`config.mk`:
```
export PLATFORM = sky130hd
export DESIGN_NAME = ctrl_stream_dispatcher_flat
export DESIGN_NICKNAME = d
export VERILOG_FILES = /design/src/rtl/ctrl_stream_dispatcher_if.sv /design/src/rtl/ctrl_stream_dispatcher.sv /design/src/flat_wrapper.sv
export SDC_FILE = /design/constraint.sdc
export NUM_CORES = 1
export LEC_CHECK = 0
export CAP_MARGIN = 20
export CORE_ASPECT_RATIO = 0.75
export CORE_MARGIN = 10
export CORE_UTILIZATION = 55
export DETAILED_ROUTE_END_ITERATION = 12
export MAX_ROUTING_LAYER = met4
export PLACE_DENSITY_LB_ADDON = 0.05
export SKIP_LAST_GASP = 1
export SYNTH_ARGS = -nofsm -noshare
export SYNTH_HDL_FRONTEND = slang
export SYNTH_SLANG_ARGS = --single-unit
```
`constraint.sdc`:
```
create_clock -name clk -period 6.5 [get_ports clk]
set_clock_uncertainty 0.1 [all_clocks]
set_input_delay 0.975 -clock clk [delete_from_list [all_inputs] [get_ports clk]]
set_output_delay 0.975 -clock clk [all_outputs]
set_load 0.005 [all_outputs]
```
`src/rtl/ctrl_stream_dispatcher_if.sv`:
```
// Control-stream bus between the upstream ctrl source and the per-channel dispatcher.
// The master drives the input word and the consumer readies; the slave returns the per-channel stream and flags.
interface ctrl_stream_dispatcher_if #(
   parameter int DATA_WIDTH = 24,
   parameter int N_CHS      = 4,
   parameter int SEL_W      = (N_CHS > 1) ? $clog2(N_CHS) : 1
);
   logic [SEL_W-1:0]            i_sel;
   logic                        i_bcast;
   logic                        i_valid;
   logic [DATA_WIDTH-1:0]       i_data;
   logic                        o_ready;
   logic [N_CHS-1:0]            o_valid;
   logic [DATA_WIDTH*N_CHS-1:0] o_data;
   logic [N_CHS-1:0]            i_ready;
   logic [N_CHS-1:0]            o_ovf;
   logic                        o_sel_err;
   logic                        i_clr;

   modport master (
      output i_sel, i_bcast, i_valid, i_data, i_ready, i_clr,
      input  o_ready, o_valid, o_data, o_ovf, o_sel_err
   );

   modport slave (
      input  i_sel, i_bcast, i_valid, i_data, i_ready, i_clr,
      output o_ready, o_valid, o_data, o_ovf, o_sel_err
   );
endinterface

```
`src/rtl/ctrl_stream_dispatcher.sv`:
```
// Routes one control word per cycle into per-channel FIFOs (single target or broadcast).
// Each channel presents its head word through a registered first-word-fall-through stage.
module ctrl_stream_dispatcher #(
   parameter int DATA_WIDTH   = 24,
   parameter int N_CHS        = 4,
   parameter int FIFO_DEPTH   = 8,
   parameter int DROP_ON_FULL = 0
) (
   input logic                     clk,
   input logic                     reset_n,
   ctrl_stream_dispatcher_if.slave bus
);
   localparam int PW = $clog2(FIFO_DEPTH);
   localparam int CW = $clog2(FIFO_DEPTH + 1);
   localparam logic [CW-1:0] FULL_CNT = CW'(FIFO_DEPTH);

   logic [N_CHS-1:0]      tgt;
   logic [N_CHS-1:0]      full;
   logic [N_CHS-1:0]      wrEn;
   logic [N_CHS-1:0]      rdEn;
   logic [N_CHS-1:0]      ovfSet;
   logic                  selErr;
   logic                  ready;
   logic                  accept;

   logic [PW-1:0]         wrPtr_q [N_CHS];
   logic [PW-1:0]         wrPtr_d [N_CHS];
   logic [PW-1:0]         rdPtr_q [N_CHS];
   logic [PW-1:0]         rdPtr_d [N_CHS];
   logic [CW-1:0]         count_q [N_CHS];
   logic [CW-1:0]         count_d [N_CHS];
   logic [N_CHS-1:0]      valid_q;
   logic [N_CHS-1:0]      valid_d;
   logic [DATA_WIDTH-1:0] data_q  [N_CHS];
   logic [DATA_WIDTH-1:0] data_d  [N_CHS];
   logic [DATA_WIDTH-1:0] mem_q   [N_CHS][FIFO_DEPTH];
   logic [N_CHS-1:0]      ovf_q;
   logic [N_CHS-1:0]      ovf_d;
   logic                  selErr_q;
   logic                  selErr_d;

   // An out-of-range select yields an empty target set: the word is swallowed and flagged.
   always_comb begin
      tgt    = '0;
      selErr = !bus.i_bcast && (32'(bus.i_sel) >= 32'(N_CHS));
      for (int k = 0; k < N_CHS; k++) begin
         tgt[k]  = bus.i_bcast || (32'(bus.i_sel) == 32'(k));
         full[k] = (count_q[k] == FULL_CNT);
      end
   end

   assign ready  = (DROP_ON_FULL != 0) ? 1'b1 : ~|(tgt & full);
   assign accept = bus.i_valid && ready;
   assign wrEn   = {N_CHS{accept}} & tgt & ~full;
   assign ovfSet = (DROP_ON_FULL != 0) ? ({N_CHS{accept}} & tgt & full) : '0;
   assign rdEn   = valid_q & bus.i_ready;

   // The output stage always mirrors the head slot; the incoming word bypasses memory
   // when it lands exactly on the new head position.
   always_comb begin
      for (int k = 0; k < N_CHS; k++) begin
         wrPtr_d[k] = wrPtr_q[k] + PW'(wrEn[k]);
         rdPtr_d[k] = rdPtr_q[k] + PW'(rdEn[k]);
         count_d[k] = count_q[k];
         if (wrEn[k] && !rdEn[k]) begin
            count_d[k] = count_q[k] + CW'(1);
         end else if (!wrEn[k] && rdEn[k]) begin
            count_d[k] = count_q[k] - CW'(1);
         end
         valid_d[k] = (count_d[k] != '0);
         data_d[k]  = data_q[k];
         if (count_d[k] != '0) begin
            data_d[k] = (wrEn[k] && (wrPtr_q[k] == rdPtr_d[k])) ? bus.i_data
                                                                : mem_q[k][rdPtr_d[k]];
         end
      end
   end

   always_comb begin
      ovf_d    = (bus.i_clr ? '0 : ovf_q) | ovfSet;
      selErr_d = (bus.i_clr ? 1'b0 : selErr_q) | (accept && selErr);
   end

   always_ff @(posedge clk or negedge reset_n) begin
      if (!reset_n) begin
         for (int k = 0; k < N_CHS; k++) begin
            wrPtr_q[k] <= '0;
            rdPtr_q[k] <= '0;
            count_q[k] <= '0;
            data_q[k]  <= '0;
         end
         valid_q  <= '0;
         ovf_q    <= '0;
         selErr_q <= 1'b0;
      end else begin
         for (int k = 0; k < N_CHS; k++) begin
            wrPtr_q[k] <= wrPtr_d[k];
            rdPtr_q[k] <= rdPtr_d[k];
            count_q[k] <= count_d[k];
            data_q[k]  <= data_d[k];
         end
         valid_q  <= valid_d;
         ovf_q    <= ovf_d;
         selErr_q <= selErr_d;
      end
   end

   always_ff @(posedge clk) begin
      for (int k = 0; k < N_CHS; k++) begin
         if (wrEn[k]) begin
            mem_q[k][wrPtr_q[k]] <= bus.i_data;
         end
      end
   end

   always_comb begin
      bus.o_data = '0;
      for (int k = 0; k < N_CHS; k++) begin
         bus.o_data[DATA_WIDTH*k +: DATA_WIDTH] = data_q[k];
      end
   end

   assign bus.o_ready   = ready;
   assign bus.o_valid   = valid_q;
   assign bus.o_ovf     = ovf_q;
   assign bus.o_sel_err = selErr_q;
endmodule

```
`src/flat_wrapper.sv`:
```
// flat-port wrapper written by rule: the top's interface ports become plain ports
module ctrl_stream_dispatcher_flat 
#(
   parameter int DATA_WIDTH   = 24,
   parameter int N_CHS        = 4,
   parameter int FIFO_DEPTH   = 8,
   parameter int DROP_ON_FULL = 0
)
  (clk, reset_n, bus_i_sel, bus_i_bcast, bus_i_valid, bus_i_data, bus_i_ready, bus_i_clr, bus_o_ready, bus_o_valid, bus_o_data, bus_o_ovf, bus_o_sel_err);
  ctrl_stream_dispatcher_if #(.DATA_WIDTH(DATA_WIDTH), .N_CHS(N_CHS)) bus_i ();
  input logic clk;
  input logic reset_n;
  input wire logic [$bits(bus_i.i_sel)-1:0] bus_i_sel;
  input wire logic [$bits(bus_i.i_bcast)-1:0] bus_i_bcast;
  input wire logic [$bits(bus_i.i_valid)-1:0] bus_i_valid;
  input wire logic [$bits(bus_i.i_data)-1:0] bus_i_data;
  input wire logic [$bits(bus_i.i_ready)-1:0] bus_i_ready;
  input wire logic [$bits(bus_i.i_clr)-1:0] bus_i_clr;
  output wire logic [$bits(bus_i.o_ready)-1:0] bus_o_ready;
  output wire logic [$bits(bus_i.o_valid)-1:0] bus_o_valid;
  output wire logic [$bits(bus_i.o_data)-1:0] bus_o_data;
  output wire logic [$bits(bus_i.o_ovf)-1:0] bus_o_ovf;
  output wire logic [$bits(bus_i.o_sel_err)-1:0] bus_o_sel_err;
  assign bus_i.i_sel = bus_i_sel;
  assign bus_i.i_bcast = bus_i_bcast;
  assign bus_i.i_valid = bus_i_valid;
  assign bus_i.i_data = bus_i_data;
  assign bus_i.i_ready = bus_i_ready;
  assign bus_i.i_clr = bus_i_clr;
  assign bus_o_ready = bus_i.o_ready;
  assign bus_o_valid = bus_i.o_valid;
  assign bus_o_data = bus_i.o_data;
  assign bus_o_ovf = bus_i.o_ovf;
  assign bus_o_sel_err = bus_i.o_sel_err;
  ctrl_stream_dispatcher #(.DATA_WIDTH(DATA_WIDTH), .N_CHS(N_CHS), .FIFO_DEPTH(FIFO_DEPTH), .DROP_ON_FULL(DROP_ON_FULL)) u_core (.clk(clk), .reset_n(reset_n), .bus(bus_i));
endmodule
```
==> results of run 1 <==
## sequential cells by signal (all words and copies together) (netlist names)
register,flops
u_core.mem_q,768
u_core.bus.o_data,96
u_core.count_q,16
u_core.rdPtr_q,12
u_core.wrPtr_q,12
u_core.bus.o_valid,4
## cell usage in the layout (no fill, tap or decap), types with 5 or more instances in the layout
| cell type | Yosys | final |
|---|---|---|
| sky130_fd_sc_hd__a21oi_1 | 6 | 6 |
| sky130_fd_sc_hd__and3_1 | 5 | 5 |
| sky130_fd_sc_hd__buf_4 | 10 | 68 |
| sky130_fd_sc_hd__clkbuf_1 | 48 | 38 |
| sky130_fd_sc_hd__clkbuf_16 | 0 | 88 |
| sky130_fd_sc_hd__clkbuf_8 | 0 | 14 |
| sky130_fd_sc_hd__clkdlybuf4s50_1 | 0 | 133 |
| sky130_fd_sc_hd__clkinv_1 | 1 | 10 |
| sky130_fd_sc_hd__clkinv_2 | 0 | 5 |
| sky130_fd_sc_hd__conb_1 | 1 | 5 |
| sky130_fd_sc_hd__dfrtp_1 | 140 | 140 |
| sky130_fd_sc_hd__edfxtp_1 | 768 | 768 |
| sky130_fd_sc_hd__ha_1 | 27 | 19 |
| sky130_fd_sc_hd__inv_1 | 21 | 21 |
| sky130_fd_sc_hd__inv_6 | 0 | 5 |
| sky130_fd_sc_hd__mux2_1 | 53 | 53 |
| sky130_fd_sc_hd__mux2_2 | 139 | 139 |
| sky130_fd_sc_hd__mux2i_1 | 51 | 51 |
| sky130_fd_sc_hd__mux4_2 | 192 | 192 |
| sky130_fd_sc_hd__nand2_1 | 70 | 70 |
| sky130_fd_sc_hd__nand2b_1 | 6 | 6 |
| sky130_fd_sc_hd__nand3_1 | 7 | 7 |
| sky130_fd_sc_hd__nor2_1 | 26 | 12 |
| sky130_fd_sc_hd__nor2_4 | 0 | 14 |
| sky130_fd_sc_hd__nor3_1 | 16 | 8 |
| sky130_fd_sc_hd__nor3_2 | 2 | 10 |
| sky130_fd_sc_hd__o211ai_1 | 5 | 5 |
| sky130_fd_sc_hd__o21ai_0 | 54 | 54 |
| sky130_fd_sc_hd__or3_1 | 7 | 7 |
| sky130_fd_sc_hd__xnor2_1 | 8 | 8 |
| sky130_fd_sc_hd__xor2_1 | 19 | 15 |
## critical path: stages
cell and delay, ns:
sky130_fd_sc_hd__clkdlybuf4s50_1 0.60, sky130_fd_sc_hd__o21ba_4 0.38, sky130_fd_sc_hd__o22ai_4 0.11, sky130_fd_sc_hd__nor3_1 0.56, sky130_fd_sc_hd__clkdlybuf4s50_1 0.64
## routing by layer
| layer | global-route usage, % | routed length, um | vias to the layer above |
|---|---|---|---|
| met3 | 3.18 | 3820 | 110 |
| met5 | - | 0 | - |
| li1 | - | - | 7621 |
| met4 | 5.38 | 1580 | 0 |
| met1 | 29.0 | 34400 | 9254 |
| met2 | 31.5 | 36200 | 455 |
## power by group
| group | switching (W) | leakage (nW) | internal, W |
|---|---|---|---|
| sequential | 0.000431 | 8.57 | 0.00735 |
| combinational | 0.00384 | 4.01 | 0.00437 |
| clock | 0.00206 | 1.31 | 0.00275 |
## area by class of cell
class,instances,area share [%]
Sequential cell,908,63.5
Multi-Input combinational cell,769,22.8
Clock buffer,140,6.07
Timing Repair Buffer,202,4.43
Tap cell,871,2.61
Clock inverter,21,0.389
Inverter,22,0.197
Antenna cell,1,0.00598
## through the flow
stage / instance area, um^2 / cells / utilization (%)
3_5_place_dp: 39100 / 2772 / 59.9
5_1_grt: 41800 / 2933 / 64.1
6_report: 41800 / 2934 / 64.1
3_3_place_gp: 39100 / 2772 / 59.9
2_1_floorplan: 36300 / 1786 / -
4_1_cts: 41800 / 2933 / 64.1
## worst min path at each step
| stage | startpoint | to | slack (ns) | depth (start not counted) |
|---|---|---|---|---|
| floorplan | u_core.rdPtr_q[9] | u_core.rdPtr_q[9] | 0.38 | 1 |
| CTS | reset_n | u_core.bus.o_data[67] | 0.34 | 1 |
| global placement | u_core.bus.o_data[93] | u_core.bus.o_data[93] | 0.37 | 1 |
| global route | reset_n | u_core.bus.o_data[67] | 0.40 | 1 |
| detailed placement | u_core.bus.o_data[11] | u_core.bus.o_data[11] | 0.38 | 1 |
| finish | reset_n | u_core.bus.o_data[67] | 0.32 | 1 |
## cell families after synthesis
logic type      count (synthesis)  share of synthesized area, %
xor+xnor                       27                         0.652
other cells                     1                        0.0103
buf+inv                       109                          1.39
simple gates                  178                          2.59
flops                         908                          73.2
fa+ha+maj                      27                         0.931
mux                           435                          19.3
compound gates                 97                          1.89
==> impl_metrics.py, run 1 <==
metrics = {
    "run_status": {
        "run_status": "complete, no violations",
    },
    "logic_synthesis": {
        "yosys-top-cells-count": "sky130_fd_sc_hd__edfxtp_1 (768), sky130_fd_sc_hd__mux4_2 (192), sky130_fd_sc_hd__dfrtp_1 (140), sky130_fd_sc_hd__mux2_2 (139), sky130_fd_sc_hd__nand2_1 (70)",
        "mapped_cell_area_um2": 36300,
        "yosysTopAreaCellShare_pct": 63.6,
        "mean_instance_size_in_the_synthesized_netlist_um2": 20.4,
        "post-synth-top-area-cell": "sky130_fd_sc_hd__edfxtp_1",
        "synth-seq-cells": 908,
        "synth_top_cells_by_area": "sky130_fd_sc_hd__edfxtp_1 (64%), sky130_fd_sc_hd__mux4_2 (12%), sky130_fd_sc_hd__dfrtp_1 (9.7%), sky130_fd_sc_hd__mux2_2 (4.3%), sky130_fd_sc_hd__mux2_1 (1.6%)",
        "synth_most_common_cell": "sky130_fd_sc_hd__edfxtp_1",
        "synth_enable_flop_cells": 768,
        "ys.flop_type": "sky130_fd_sc_hd__edfxtp_1",
        "synth.distinct_cells": 65,
        "synthesis.yosys.warnings": 0,
        "post_synth_inst_count": 1782,
        "yosysSeqAreaShare_pct": 73.2,
        "synth_async_sr_flop_share_pct": 15.4,
    },
    "setup_path": {
        "critical_path_peak_fanout": 9,
        "critical_path.startpoint": "bus_i_bcast",
        "ff2ff_path_depth": 11,
        "crit_path_end": "bus_o_ready",
        "critical_path_class": "input port to primary output",
        "worstSetupEndpointType": "primary output",
        "worstSetupStartpointType": "input port",
        "worst-endpoint-arrival_ns": 3.27,
        "startpoint_of_the_lowest_slack_register_to_register_path": "u_core.bus.o_valid[3]",
        "critical_path.reg2reg.endpoint": "u_core.bus.o_data[84]",
        "r2r_slack_ns": 2.56,
        "critPathRequiredTime_ns": 5.42,
    },
    "clocking": {
        "worst_setup_hold_path_clk_slew_ns": 0.06,
        "cts_hold_buffers": 0,
        "tritoncts_clock_tree": "built",
        "largest_buffer_count_on_any_clock_path": 3,
        "cts_repair_resize_count": 0,
        "worst_skew_pair.late_latency_ns": 0.63,
        "cts_htree_levels": 3,
        "clock-root-buffer": "sky130_fd_sc_hd__clkbuf_16",
        "tritoncts_num_sinks": 908,
        "cts_buffers": 86,
        "post_cts.repair.setup_buffers": 0,
    },
    "floorplanning": {
        "design.core.area_um2": 65300,
        "std_cell_rows": 81,
        "initial_utilization_pct": 55.6,
        "dieArea_um2": 76700,
        "die_h_um": 242,
        "ios": 141,
        "die_width_um": 317,
    },
    "sta": {
        "fin_crit_ns": 4.35,
        "slew_headroom_pct": 35.0,
        "setup-tns-final_ns": 0,
        "layout_worst_path_cycle_share_pct": 66.9,
        "hold_violations": 0,
        "timing.final.setup_violations": 0,
        "unrepaired_setup_endpoints_after_global_routing": "no",
        "max_slew.worst_pin.slew_ns": 0.975,
        "fmaxAchievable_ghz": 0.230,
        "worst_hold_slack_ns": 0.322,
        "post-route-worst-setup-slack_ns": 2.15,
        "final_max_slew_viol_count": 0,
    },
    "routing": {
        "routed_wl_um": 76000,
        "vias_per_cell": 5.94,
        "via_count": 17440,
        "detail_route.first_pass.iterations": 5,
        "antenna_left": 0,
        "drt-wirelength-per-cell_um": 25.9,
        "post-route-drc-count": 0,
        "drt_first_iter_violations": 1513,
    },
    "final_layout": {
        "sequential_cell_area_um2": 26600,
        "layout-drive-gt1-share_pct": 28.3,
        "final_net_count": 2051,
        "synthToLayoutAreaGrowth_pct": 15.3,
        "fillCellCount": 4505,
        "multi_input_comb_area_um2": 9540,
    },
    "power": {
        "totalPowerFinal_w": 0.0208,
        "p_leak_nw": 13.9,
        "cellPowerDensity_nw_per_um2": 497,
        "max-vdd-ir-drop_mv": 0.659,
    },
    "grt": {
        "gr-total-overflow": 0,
        "track_usage_pct": 20.6,
        "number_of_global_route_vias_before_repair": 18348,
        "grt_antenna_before_repair": 0,
        "largest_net_degree_at_the_start_of_global_routing": 93,
        "grt_first_pass_wirelength_um": 115000,
    },
    "min_path": {
        "min_path_type": "input port to asynchronous set/reset pin",
    },
    "flow_run": {
        "max-cap-violations": 0,
    },
    "placed_design": {
        "detailed_place_hpwl_um": 41600,
        "place.gp.congestion": 0.777,
        "detailedPlace.worstSlack_ns": 1.47,
        "io_buffer_count": 134,
    },
}
Power figures use the tool's default switching activity.
==> inputs of run 2 (changes only) <==
==> constraint.sdc (replaced) <==
create_clock -name clk -period 4 [get_ports clk]
set_clock_uncertainty 0.1 [all_clocks]
set_input_delay 0.6 -clock clk [delete_from_list [all_inputs] [get_ports clk]]
set_output_delay 0.6 -clock clk [all_outputs]
set_load 0.005 [all_outputs]
==> run 2 against run 1 <==
Count of clock-buffer cells in the layout decreased by 15. Hold slack improved by 0.068 ns. Non-clock buffer count up 77.
==> impl_metrics.py, run 2 (synthesized netlist as in run 1, its figures left out) <==
metrics = {
    "run_status": {
        "run_status": "complete, no violations",
    },
    "setup_path": {
        "worstSetupStartpointType": "flop",
        "critical_path.reg2reg.endpoint": "u_core.mem_q[3][113]",
        "critPathTopFamily": "buffers and inverters",
        "critical_path_peak_fanout": 6,
        "timing.critical_path.slowest_cell_delay_ns": 0.60,
        "worst-endpoint-arrival_ns": 2.81,
        "critPathRequiredTime_ns": 3.30,
        "startpoint_of_the_lowest_slack_register_to_register_path": "u_core.count_q[12]",
        "cp_max_delay_cell": "sky130_fd_sc_hd__clkdlybuf4s50_1",
        "r2r_slack_ns": 0.66,
        "timing.critical_path.cells": "inv_1 > ha_1 > nand3b_1 > o22ai_4 > nor3_1 > clkdlybuf4s50_1",
        "ff2ff_path_depth": 11,
        "worstSetupEndpointType": "primary output",
        "critical_path_class": "flop to primary output",
        "path_buf_inv": 2,
    },
    "floorplanning": {
        "std_cell_rows": 81,
        "die_h_um": 242,
        "initial_utilization_pct": 55.6,
        "die_width_um": 317,
        "ios": 141,
        "design.core.area_um2": 65300,
        "dieArea_um2": 76700,
    },
    "final_layout": {
        "final_net_count": 2127,
        "layout-drive-gt1-share_pct": 31.3,
        "number_of_flip_flops_in_the_largest_register": 768,
        "synthToLayoutAreaGrowth_pct": 18.3,
        "fillCellCount": 4377,
        "most-common-layout-cells": "sky130_fd_sc_hd__edfxtp_1 (768), sky130_fd_sc_hd__mux4_2 (192), sky130_fd_sc_hd__dfrtp_1 (140), sky130_fd_sc_hd__mux2_2 (139), sky130_fd_sc_hd__clkdlybuf4s50_1 (133)",
        "sequential_cell_area_um2": 26600,
        "multi_input_comb_area_um2": 9540,
        "mostFrequentLayoutCell": "sky130_fd_sc_hd__edfxtp_1",
    },
    "grt": {
        "number_of_global_route_vias_before_repair": 18676,
        "largest_net_degree_at_the_start_of_global_routing": 86,
        "grt_first_pass_wirelength_um": 122000,
        "grt_antenna_before_repair": 3,
        "gr-total-overflow": 0,
        "track_usage_pct": 22.1,
    },
    "sta": {
        "hold_violations": 0,
        "fmaxAchievable_ghz": 0.285,
        "fin_crit_ns": 3.51,
        "final_max_slew_viol_count": 0,
        "unrepaired_setup_endpoints_after_global_routing": "no",
        "setup-tns-final_ns": 0,
        "timing.final.setup_violations": 0,
        "layout_worst_path_cycle_share_pct": 87.7,
        "max_slew.worst_pin.slew_ns": 1.06,
        "slew_headroom_pct": 28.9,
    },
    "clocking": {
        "tritoncts_clock_tree": "built",
        "clock-root-buffer": "sky130_fd_sc_hd__clkbuf_16",
        "largest_buffer_count_on_any_clock_path": 3,
        "worst_setup_hold_path_clk_slew_ns": 0.06,
        "cts_buffers": 85,
        "post_cts.repair.setup_buffers": 0,
        "worst_skew_pair.late_latency_ns": 0.63,
        "tritoncts_num_sinks": 908,
        "cts_htree_levels": 3,
    },
    "min_path": {
        "holdPathEnd": "u_core.bus.o_data[87]",
        "timing.hold.worst_path_depth": 1,
        "min_path_type": "flop to flop",
        "hold_path_startpoint": "u_core.bus.o_data[87]",
    },
    "routing": {
        "antenna_left": 0,
        "post-route-drc-count": 0,
        "detail_route.first_pass.iterations": 5,
        "drt_first_iter_violations": 1617,
        "via_count": 17979,
        "vias_per_cell": 5.97,
        "routed_wl_um": 81500,
        "drt-wirelength-per-cell_um": 27.1,
    },
    "flow_run": {
        "max-cap-violations": 0,
    },
    "power": {
        "cellPowerDensity_nw_per_um2": 817,
        "totalPowerFinal_w": 0.0350,
        "p_leak_nw": 14.5,
        "max-vdd-ir-drop_mv": 0.495,
    },
    "placed_design": {
        "io_buffer_count": 134,
        "place.gp.congestion": 0.762,
        "detailed_place_hpwl_um": 50600,
    },
}
run 2: cell types whose count changed in the layout (fill, tap and decap cells not counted), sizes merged:
cell / delta
buf: +76
bufinv: +4
clkbuf: -15
clkinv: +10
clkinvlp: +1
diode: +2
dlygate4sd3: +1
inv: -2
run 2: per-layer routing:
layer / share of wire (%) / vias up / GRT usage (%)
met4: 2.6 / 0 / 6.43
met5: 0 / - / -
met1: 44 / 9523 / 31.0
met2: 47 / 553 / 33.0
li1: - / 7783 / -
met3: 6.6 / 120 / 3.98
run 2: report_power, final:
group	switching, W	total [W]	internal [W]
logic	0.00655	0.0144	0.00780
registers	0.000738	0.0127	0.0119
clock network	0.00339	0.00802	0.00463
total	0.0107	0.0350	0.0244
run 2: cell type report:
type | instances | share of cell area (%)
Clock buffer | 125 | 5.69
Timing Repair Buffer | 279 | 6.60
Tap cell | 871 | 2.54
Inverter | 22 | 0.193
Sequential cell | 908 | 61.9
Antenna cell | 3 | 0.0175
Multi-Input combinational cell | 769 | 22.2
Clock inverter | 34 | 0.782
run 2: worst max path at each step:
stage | start | end | slack (ns) | cells past startpoint
2_1_floorplan | bus_i_bcast | u_core.mem_q[1][144] | -0.03 | 9
3_3_place_gp | bus_i_bcast | u_core.bus.o_data[84] | 0.17 | 10
3_5_place_dp | bus_i_bcast | u_core.bus.o_data[82] | 0.17 | 10
4_1_cts | u_core.count_q[0] | bus_o_ready | 0.48 | 6
5_1_grt | u_core.count_q[12] | bus_o_ready | 0.38 | 6
6_report | u_core.count_q[12] | bus_o_ready | 0.49 | 6
run 2: repair_timing:
action	4_1_cts	5_1_grt
endpoints found under the hold margin	33	0
hold buffers	1	0
gates resized for setup	0	0
run 2: through the flow:
stage | instances | utilization (%) | hold WS (ns) | area [um^2] | setup WS, ns
final | 3011 | 65.7 | 0.391 | 42900 | 0.493
after global routing | 3008 | 65.7 | 0.413 | 42900 | 0.375
after detailed placement | 2848 | 61.4 | 0.381 | 40100 | 0.166
after global placement | 2847 | 61.4 | 0.376 | 40100 | 0.171
after floorplan | 1786 | - | 0.204 | 36300 | -0.0270
after CTS | 3008 | 65.7 | 0.395 | 42900 | 0.477
